`src/rtl/py_pkg.sv`:
```
// py_pkg: shared state encoding, FIFO geometry and header layout for the payload receive assembler.
package py_pkg;
   typedef enum logic [2:0] {ST_IDLE, ST_HDR, ST_DATA, ST_CRC, ST_DONE} py_state_t;
   localparam int FIFO_DEPTH = 8;
   localparam int FIFO_AW = 3;
   localparam int HDR1_BITS = 8;
   localparam int HDR2_BITS = 16;
   typedef struct packed {
      logic [1:0] llid;
      logic       flow;
      logic [9:0] pylen;
   } py_hdr_t;
   // bits[15:13] of a 2-byte header carry nothing we use
   function automatic py_hdr_t py_hdr_decode(input logic [15:0] h, input logic two);
      py_hdr_t d;
      d.llid  = h[1:0];
      d.flow  = h[2];
      d.pylen = two ? h[12:3] : {5'd0, h[7:3]};
      return d;
   endfunction
endpackage

```
`src/rtl/py_bytefifo.sv`:
```
// py_bytefifo: 8-entry first-word-fall-through byte FIFO; a push into a full FIFO is dropped
// unless a pop happens in the same cycle.
module py_bytefifo
   import py_pkg::*;
(
   input  logic       clk_6M,
   input  logic       rstz,
   input  logic       i_flush,
   input  logic       i_push,
   input  logic [7:0] i_din,
   input  logic       i_pop,
   output logic [7:0] o_dout,
   output logic       o_avail,
   output logic       o_drop
);
   logic [7:0]         r_mem [FIFO_DEPTH];
   logic [FIFO_AW-1:0] r_wp, r_rp;
   logic [FIFO_AW:0]   r_cnt;
   logic               w_full, w_pop, w_push;
   assign w_full  = r_cnt == (FIFO_AW+1)'(FIFO_DEPTH);
   assign o_avail = r_cnt != '0;
   assign w_pop   = i_pop & o_avail;
   assign w_push  = i_push & (~w_full | w_pop);
   assign o_drop  = i_push & w_full & ~w_pop & ~i_flush;
   assign o_dout  = o_avail ? r_mem[r_rp] : '0;
   always_ff @(posedge clk_6M or negedge rstz) begin
      if (!rstz) begin
         r_wp  <= '0;
         r_rp  <= '0;
         r_cnt <= '0;
      end else if (i_flush) begin
         r_wp  <= '0;
         r_rp  <= '0;
         r_cnt <= '0;
      end else begin
         if (w_push) r_wp <= r_wp + 1'b1;
         if (w_pop) r_rp <= r_rp + 1'b1;
         r_cnt <= r_cnt + {3'd0, w_push} - {3'd0, w_pop};
      end
   end
   always_ff @(posedge clk_6M) begin
      if (w_push && !i_flush) r_mem[r_wp] <= i_din;
   end
endmodule

```
`src/rtl/py_rxasm.sv`:
```
// py_rxasm: assembles the decoded receive payload bit stream into header fields and data bytes,
// buffering bytes in a small FIFO and reporting completion, CRC, truncation and overflow.
module py_rxasm
   import py_pkg::*;
(
   input  logic       clk_6M,
   input  logic       rstz,
   input  logic       dec_py_st_p,
   input  logic       dec_py_period,
   input  logic       daten,
   input  logic       py_datvalid_p,
   input  logic       pydecdatout,
   input  logic       dec_py_endp,
   input  logic       dec_crcgood,
   input  logic       hdr2byte,
   input  logic       rd_p,
   output logic [7:0] rxbyte,
   output logic       rxbyte_avail,
   output logic [1:0] llid,
   output logic       flow,
   output logic [9:0] pylen,
   output logic       hdr_valid_p,
   output logic       rx_done_p,
   output logic       rx_crcok,
   output logic       rx_trunc,
   output logic       rx_ovf
);
   py_state_t   r_state, w_next;
   logic [15:0] r_hdr, w_hdr;
   logic [3:0]  r_bitcnt;
   logic [6:0]  r_byte;
   logic [9:0]  r_bytecnt;
   logic        r_hdr2, r_push;
   logic [7:0]  r_pbyte;
   logic [1:0]  r_llid;
   logic        r_flow;
   logic [9:0]  r_pylen;
   logic        r_hdr_valid_p, r_done_p, r_crcok, r_trunc, r_ovf;
   py_hdr_t     w_dec;
   logic        w_strb, w_active, w_last_hbit, w_last_dbit, w_last_byte, w_drop;
   assign w_strb      = dec_py_period & daten & py_datvalid_p;
   assign w_active    = r_state == ST_HDR || r_state == ST_DATA || r_state == ST_CRC;
   assign w_last_hbit = r_state == ST_HDR && w_strb &&
                        r_bitcnt == (r_hdr2 ? 4'(HDR2_BITS-1) : 4'(HDR1_BITS-1));
   assign w_last_dbit = r_state == ST_DATA && w_strb && r_bitcnt[2:0] == 3'd7;
   assign w_last_byte = w_last_dbit && (r_bytecnt + 10'd1 == r_pylen);
   always_comb begin
      w_hdr = r_hdr;
      w_hdr[r_bitcnt] = pydecdatout;
      w_dec = py_hdr_decode(w_hdr, r_hdr2);
   end
   always_comb begin
      w_next = r_state;
      if (dec_py_st_p) w_next = ST_HDR;
      else if (dec_py_endp && w_active) w_next = ST_DONE;
      else if (w_last_hbit) w_next = w_dec.pylen != '0 ? ST_DATA : ST_CRC;
      else if (w_last_byte) w_next = ST_CRC;
      else if (r_state == ST_DONE) w_next = ST_IDLE;
   end
   always_ff @(posedge clk_6M or negedge rstz) begin
      if (!rstz) r_state <= ST_IDLE;
      else r_state <= w_next;
   end
   always_ff @(posedge clk_6M or negedge rstz) begin
      if (!rstz) begin
         r_hdr         <= '0;
         r_bitcnt      <= '0;
         r_byte        <= '0;
         r_bytecnt     <= '0;
         r_hdr2        <= 1'b0;
         r_push        <= 1'b0;
         r_pbyte       <= '0;
         r_llid        <= '0;
         r_flow        <= 1'b0;
         r_pylen       <= '0;
         r_hdr_valid_p <= 1'b0;
         r_done_p      <= 1'b0;
         r_crcok       <= 1'b0;
         r_trunc       <= 1'b0;
         r_ovf         <= 1'b0;
      end else begin
         r_hdr_valid_p <= 1'b0;
         r_done_p      <= 1'b0;
         r_push        <= 1'b0;
         if (dec_py_st_p) begin
            r_hdr     <= '0;
            r_bitcnt  <= '0;
            r_bytecnt <= '0;
            r_hdr2    <= hdr2byte;
            r_trunc   <= 1'b0;
            r_ovf     <= 1'b0;
         end else begin
            if (w_drop) r_ovf <= 1'b1;
            if (r_state == ST_HDR && w_strb) begin
               r_hdr    <= w_hdr;
               r_bitcnt <= w_last_hbit ? 4'd0 : r_bitcnt + 4'd1;
            end
            if (w_last_hbit) begin
               r_llid        <= w_dec.llid;
               r_flow        <= w_dec.flow;
               r_pylen       <= w_dec.pylen;
               r_hdr_valid_p <= 1'b1;
            end
            // byte shifts in LSB first; the 8th bit goes straight into the push register
            if (r_state == ST_DATA && w_strb) begin
               r_byte   <= {pydecdatout, r_byte[6:1]};
               r_bitcnt <= w_last_dbit ? 4'd0 : r_bitcnt + 4'd1;
            end
            if (w_last_dbit) begin
               r_pbyte   <= {pydecdatout, r_byte};
               r_push    <= 1'b1;
               r_bytecnt <= r_bytecnt + 10'd1;
            end
            if (dec_py_endp && (r_state == ST_HDR || r_state == ST_DATA)) begin
               r_trunc  <= 1'b1;
               r_bitcnt <= '0;
            end
            if (r_state == ST_DONE) begin
               r_crcok  <= dec_crcgood;
               r_done_p <= 1'b1;
            end
         end
      end
   end
   py_bytefifo u_fifo (
      .clk_6M  (clk_6M),
      .rstz    (rstz),
      .i_flush (dec_py_st_p),
      .i_push  (r_push),
      .i_din   (r_pbyte),
      .i_pop   (rd_p),
      .o_dout  (rxbyte),
      .o_avail (rxbyte_avail),
      .o_drop  (w_drop)
   );
   assign llid        = r_llid;
   assign flow        = r_flow;
   assign pylen       = r_pylen;
   assign hdr_valid_p = r_hdr_valid_p;
   assign rx_done_p   = r_done_p;
   assign rx_crcok    = r_crcok;
   assign rx_trunc    = r_trunc;
   assign rx_ovf      = r_ovf;
endmodule

```
`config.mk`:
```
export PLATFORM = sky130hd
export DESIGN_NAME = py_rxasm
export DESIGN_NICKNAME = d
export VERILOG_FILES = /design/src/rtl/py_pkg.sv /design/src/rtl/py_bytefifo.sv /design/src/rtl/py_rxasm.sv
export SDC_FILE = /design/constraint.sdc
export NUM_CORES = 1
export LEC_CHECK = 0
export BUFFER_PORTS_ARGS = -buffer_cell sky130_fd_sc_hd__buf_2
export CORE_ASPECT_RATIO = 1.1
export CORE_MARGIN = 8
export CORE_UTILIZATION = 30
export DETAILED_ROUTE_END_ITERATION = 16
export PLACE_DENSITY_LB_ADDON = 0.12
export SETUP_SLACK_MARGIN = 0.3
export SLEW_MARGIN = 20
export SYNTH_ARGS = -nofsm -noshare
export SYNTH_HDL_FRONTEND = slang
export SYNTH_HIERARCHICAL = 1
export SYNTH_SLANG_ARGS = --single-unit
```
`constraint.sdc`:
```
create_clock -name clk_6M -period 6.45 [get_ports clk_6M]
set_clock_uncertainty 0.15 [all_clocks]
set_input_delay 0.9675 -clock clk_6M [delete_from_list [all_inputs] [get_ports clk_6M]]
set_output_delay 0.9675 -clock clk_6M [all_outputs]
set_load 0.02 [all_outputs]
```
==> results.sh, run 1 <==
export IMPL_synth_compound_area_frac=0.0689
export IMPL_start_util=0.304
export IMPL_wl_mm=13.7
export IMPL_synth_cell_area_um2=6440
export IMPL_p_per_area_nw_per_um2=310
export IMPL_r2r_start="u_fifo/r_cnt[2]"
export IMPL_crit_fanout=8
export IMPL_postLayoutCellArea_um2=7530
export IMPL_synth_top_cell_by_area="edfxtp_1"
export IMPL_gp_congestion=0.769
export IMPL_synth_mux_area_frac=0.118
export IMPL_grt_pass1_vias=4220
export IMPL_placementRows=56
export IMPL_root_buffer="clkbuf_16"
export IMPL_hold_viol_final=0
export IMPL_final_layout_size_suffix_gt1_frac=0.239
export IMPL_core_region_area_um2=21200
export IMPL_status="finished clean"
export IMPL_n_antenna_cell=0
export IMPL_finalCritPeriodShare=0.518
export IMPL_synth_enable_flop_cells=64
export IMPL_pin_count=38
export IMPL_cts_resized=0
export IMPL_cts_buffer_depth=2
export IMPL_synth_adder_area_share=0.0283
export IMPL_hp_class="reg -> reg"
export IMPL_avgSynthCellArea_um2=12.9
export IMPL_holdPathStages=2
export IMPL_fin_crit_ns=3.34
export IMPL_nNetsFinal=557
export IMPL_fmaxAchievable_ghz=0.299
export IMPL_netlist_area_leader_share=0.298
export IMPL_post_route_worst_setup_slack_ns=3.11
export IMPL_required_ns=5.33
export IMPL_dieArea_um2=26400
export IMPL_critPathArrivalTime_ns=2.22
export IMPL_ant_nets=0
export IMPL_htreeDepth=4
export IMPL_via_per_inst=4.69
export IMPL_drtIter0Drc=143
export IMPL_synth_ff_type="dfrtp_1"
export IMPL_p_total_mw=2.33
export IMPL_leakage_nw=2.91
export IMPL_grt_remaining_overflow=0
export IMPL_num_vias=3912
export IMPL_cts_tree="built"
export IMPL_regToRegEndpoint="u_fifo/r_cnt[3]"
export IMPL_clkTransAtPathRegs_ns=0.06
export IMPL_die_y_um=170
export IMPL_critPathKind="reg -> out"
export IMPL_die_x_um=156
export IMPL_whs_ns=0.348
export IMPL_yosysWarnings=6
export IMPL_ys_seq_area_frac=0.589
export IMPL_hold_path_endpoint="rx_ovf"
export IMPL_track_usage=0.111
export IMPL_maxCapViolCount=0
export IMPL_hpwl_mm=9.47
export IMPL_grt_pass1_wl_mm=22.8
export IMPL_start_kind="flop"
export IMPL_cts_hold_fix_buffers=0
export IMPL_drcViolationCount=0
export IMPL_yosysMostFrequentCell="dfrtp_1"
export IMPL_netlist_instances=501
export IMPL_wire_per_inst_um=16.4
export IMPL_numPortBuffers=37
export IMPL_r2r_cells=9
export IMPL_first_pass_iters=4
export IMPL_synth_simple_gate_area_share=0.139
export IMPL_setup_violations=0
export IMPL_final_setup_tns_ns=0
export IMPL_synthTopCellsByCount="dfrtp_1, edfxtp_1, nor2_1"
export IMPL_synthDistinctLibCells=63
export IMPL_slew_violations=0
export IMPL_yosys_area_share_xor_xnor=0.0285
export IMPL_crit_start="u_fifo/r_cnt[2]"
export IMPL_synth_seq_cells=139
export IMPL_maxSlewHeadroom=0.398
export IMPL_end_kind="output pin"
export IMPL_synth_fp_nets=526
export IMPL_hp_start="rx_ovf"
export IMPL_area_delta_synth_final_pct=16.9
export IMPL_dpl_cell_area_um2=6890
export IMPL_clock_latency_ns=0.42
export IMPL_synth_async_reset_ratio=0.540
export IMPL_grt_max_degree=76
export IMPL_pre_cts_slack_ns=3.10
export IMPL_synth_top_family_by_area="simple AND/OR/NAND/NOR gates"
export IMPL_cts_made_buffers=17
export IMPL_cts_setup_buffers=0
export IMPL_ir_drop_uv=174
export IMPL_antenna_found_initial=0
export IMPL_rsz0062_at_grt="no"
export IMPL_worst_slew_pin_slew_ns=0.900
export IMPL_clkSinkCount=139
export IMPL_synth_area_leaders="edfxtp_1, dfrtp_1, mux4_2"
export IMPL_reg2reg_slack_ns=3.85
==> worst max-delay path, stage by stage, from the launching register on <==
cell and delay (ns):
dfrtp_1 0.36, inv_1 0.10, ha_1 0.18, nor3b_2 0.37, inv_2 0.09, and2_1 0.30
a22o_1 0.25, buf_2 0.15
==> registers in the layout, indices dropped and copies added (netlist names) <==
signal        count
u_fifo/r_cnt      4
u_fifo/r_wp       3
u_fifo/r_rp       3
r_hdr2            1
r_push            1
r_hdr            13
u_fifo/r_mem     64
r_pbyte           8
rx_trunc          1
r_bytecnt        10
r_bitcnt          4
rx_crcok          1
llid              2
rx_done_p         1
flow              1
hdr_valid_p       1
r_state           3
r_byte            7
pylen            10
rx_ovf            1
==> per-layer routing <==
metal  part of all wire  global-route usage
met3              0.031              0.0301
met4              0.012              0.0435
met1               0.45               0.129
met5                  0                   0
met2               0.50               0.192
==> power by group <==
part           internal (mW)  switching [mW]  total [mW]
Combinational          0.145           0.174       0.319
Sequential             0.942          0.0435       0.986
Clock                  0.596           0.433        1.03
Total                   1.68           0.650        2.33
==> per-stage QoR <==
stage,util,instances
2_1_floorplan,-,501
5_1_grt,0.355,835
3_5_place_dp,0.324,803
6_report,0.355,835
3_3_place_gp,0.324,803
4_1_cts,0.354,835
==> worst max path at each step <==
stage	end	depth (start not counted)
2_1_floorplan	u_fifo/r_mem[1][0]	3
3_3_place_gp	u_fifo/r_mem[0][1]	4
3_5_place_dp	u_fifo/r_mem[0][2]	4
4_1_cts	rxbyte[0]	3
5_1_grt	rxbyte[3]	7
6_report	rxbyte[0]	7
==> cells in the final DEF, fill, tap and decap left out, types with 3 or more instances in the layout <==
cell type	instances
dfrtp_1	74
edfxtp_1	64
nor2_1	50
buf_2	36
nand2_1	31
mux2_2	23
o21ai_0	22
clkbuf_16	17
mux4_2	16
xnor2_1	15
mux2i_1	14
ha_1	13
nor3_1	12
inv_1	11
a21oi_1	11
nand3b_1	11
nand3_1	10
a22o_1	8
nor2b_1	6
xor2_1	6
nand2b_1	6
a211oi_1	6
and2_1	5
inv_6	5
inv_8	5
or3_1	4
o211ai_1	4
nand4_1	3
o21ai_1	3
buf_4	3
nor3_2	3
==> cells by family after synthesis <==
logic type	after synthesis
fa+ha+maj	14
simple gates	167
mux	53
flops	139
compound gates	67
buf+inv	40
xor+xnor	21
==> final cells by class <==
class                   instances  area [um2]
fillers                      2093       13700
flip-flops and latches        139        3800
multi-input cells             322        2480
clock buffers                  17         425
well taps                     290         363
repair buffers                 40         214
clock inverters                15         201
inverters                      12        45.0
Power figures use the tool's default switching activity.
==> run 2: changes to the inputs <==
ABC_AREA = 1   (was default)
clock period = 3.2 ns   (was 6.45 ns; I/O delays follow)
==> run 2 against run 1 <==
  * Core utilization shrank 0.14 points
  * Critical path type unchanged
  * Largest power group is now registers
  * Non-clock buffer count increased by 4
  * Total power up 110%
  * First-iteration DRC count rose by 100%
  * Area after synthesis up 3.9%
  * Final cell count increased by 30%
  * Register-to-register slack worse by 3.1 ns
==> results.sh, run 2 <==
export IMPL_critPathArrivalTime_ns=2.02
export IMPL_synthTopCellsByCount="nand2_1, nor2_1, inv_1"
export IMPL_wire_per_inst_um=15.5
export IMPL_rsz0062_at_grt="no"
export IMPL_p_total_mw=4.81
export IMPL_final_util=0.353
export IMPL_hold_viol_final=0
export IMPL_synth_async_reset_ratio=0.540
export IMPL_n_antenna_cell=0
export IMPL_ys_seq_area_frac=0.567
export IMPL_drcViolationCount=0
export IMPL_end_kind="output pin"
export IMPL_ir_drop_uv=392
export IMPL_track_usage=0.128
export IMPL_root_buffer="clkbuf_16"
export IMPL_yosysWarnings=6
export IMPL_cts_buffer_depth=2
export IMPL_clkTransAtPathRegs_ns=0.06
export IMPL_dpl_cell_area_um2=7170
export IMPL_crit_fanout=26
export IMPL_leakage_nw=3.53
export IMPL_final_layout_size_suffix_gt1_frac=0.126
export IMPL_max_stage_delay_ns=0.51
export IMPL_clkSinkCount=139
export IMPL_grt_pass1_vias=5215
export IMPL_antenna_found_initial=0
export IMPL_start_util=0.304
export IMPL_hp_class="in -> reg"
export IMPL_nNetsFinal=800
export IMPL_synthDistinctLibCells=36
export IMPL_whs_ns=0.142
export IMPL_critPathKind="reg -> out"
export IMPL_fin_crit_ns=2.65
export IMPL_synth_top_cell_by_area="edfxtp_1"
export IMPL_grt_remaining_overflow=0
export IMPL_largest_reg_flops=64
export IMPL_layout_cells_non_filler=1083
export IMPL_final_common_cell="nand2_1"
export IMPL_reg_top3="u_fifo/r_mem (64), r_hdr (13)"
export IMPL_via_per_inst=4.69
export IMPL_status="finished clean"
export IMPL_maxSlewHeadroom=0.453
export IMPL_final_setup_tns_ns=0
export IMPL_synth_cell_area_um2=6700
export IMPL_finalCritPeriodShare=0.830
export IMPL_yosysMostFrequentCell="nand2_1"
export IMPL_die_x_um=158
export IMPL_fmaxAchievable_ghz=0.377
export IMPL_synth_enable_flop_cells=64
export IMPL_crit_top_cell="nor2_1"
export IMPL_slowest_stage="dfrtp_2"
export IMPL_first_pass_iters=7
export IMPL_htreeDepth=4
export IMPL_avgSynthCellArea_um2=9.10
export IMPL_placementRows=57
export IMPL_area_delta_synth_final_pct=16.3
export IMPL_grt_max_degree=76
export IMPL_synth_area_leaders="edfxtp_1, dfrtp_1, nand2_1"
export IMPL_worst_slew_pin_slew_ns=0.818
export IMPL_required_ns=2.57
export IMPL_numPortBuffers=37
export IMPL_slew_violations=0
export IMPL_regMostFlops="u_fifo/r_mem"
export IMPL_maxCapViolCount=0
export IMPL_synth_ff_type="dfrtp_1"
export IMPL_num_vias=5081
export IMPL_pin_count=38
export IMPL_cts_tree="built"
export IMPL_grt_pass1_wl_mm=27.3
export IMPL_postLayoutCellArea_um2=7790
export IMPL_worst_path_buf_inv=2
export IMPL_crit_path_cell_trace="inv_2, nor2_1, o21ai_0, nor2_1, nor2_1, buf_2"
export IMPL_setup_violations=0
export IMPL_final_cell_mix="nand2_1, nor2_1, inv_1"
export IMPL_synth_seq_cells=139
export IMPL_cts_made_buffers=17
export IMPL_r2r_cells=7
export IMPL_clock_latency_ns=0.42
export IMPL_dieArea_um2=27400
export IMPL_p_per_area_nw_per_um2=618
export IMPL_cpLargestDelayFamily="buffers and inverters"
export IMPL_pre_cts_slack_ns=0.695
export IMPL_wl_mm=16.7
export IMPL_ant_nets=0
export IMPL_holdPathStages=2
export IMPL_dp_cells=1049
export IMPL_core_region_area_um2=22000
export IMPL_netlist_instances=736
export IMPL_post_route_worst_setup_slack_ns=0.545
export IMPL_cp_num_cells=6
export IMPL_synth_fp_nets=761
export IMPL_start_kind="flop"
export IMPL_die_y_um=173
export IMPL_gp_congestion=0.828
export IMPL_netlist_area_leader_share=0.287
export IMPL_hpwl_mm=11.9
export IMPL_drtIter0Drc=288
[run 2: cell types whose count changed in the layout (fill, tap and decap cells not counted), sizes merged, moves of 7 or more]
cell    before  now
nor3        15    5
nand3b      11    1
nand3       11   74
a22o         8    0
xnor2       15    1
mux2i       14    5
o21ai       25   74
mux4        16    0
mux2        23    4
nand2       31  146
nor2        51  111
a211oi       7    0
inv         22   99
[run 2: what timing repair did]
item | 4_1_cts | 5_1_grt
gates resized for setup | 0 | 1
endpoints found under the hold margin | 0 | 25
endpoints found under the setup margin | 0 | 6
hold buffers | 0 | 1
buffers inserted | 0 | 0
[run 2: worst paths after layout]
path,start,endpoint,slack [ns]
setup / recovery,u_fifo/r_rp[0],rxbyte[3],0.55
hold / removal,dec_crcgood,rx_crcok,0.14
setup reg to reg,u_fifo/r_cnt[2],u_fifo/r_mem[0][6],0.75
hold reg to reg,r_byte[6],r_byte[5],0.33
max in group asynchronous,rstz,r_hdr[6],1.93
min in group asynchronous,rstz,pylen[3],0.38
[run 2: routing by layer]
layer  GRT usage  wire, um
met1       0.153      7330
met2       0.223      8600
met3      0.0264       597
met4      0.0441       218
met5           0         0
[run 2: kinds of logic after synthesis]
| group | synth area share |
|---|---|
| AO/OA/AOI/OAI | 0.0846 |
| multiplexers | 0.0142 |
| buffers and inverters | 0.0680 |
| AND/OR/NAND/NOR | 0.225 |
| XOR/XNOR | 0.0133 |
| adder cells (fa/ha/maj) | 0.0273 |
| flip-flops | 0.567 |
[run 2: cell type report]
| cell class | instances | area [um2] |
|---|---|---|
| Fill cell | 2234 | 14200 |
| Sequential cell | 139 | 3800 |
| Multi-Input combinational cell | 483 | 2440 |
| Clock buffer | 17 | 425 |
| Tap cell | 295 | 369 |
| Inverter | 90 | 338 |
| Timing Repair Buffer | 44 | 263 |
| Clock inverter | 15 | 150 |
[run 2: power by group]
part           internal [mW]  total [mW]  switching [mW]
clock                   1.10        1.93           0.833
sequential              1.91        1.98          0.0683
combinational          0.299       0.903           0.604
total                   3.30        4.81            1.51
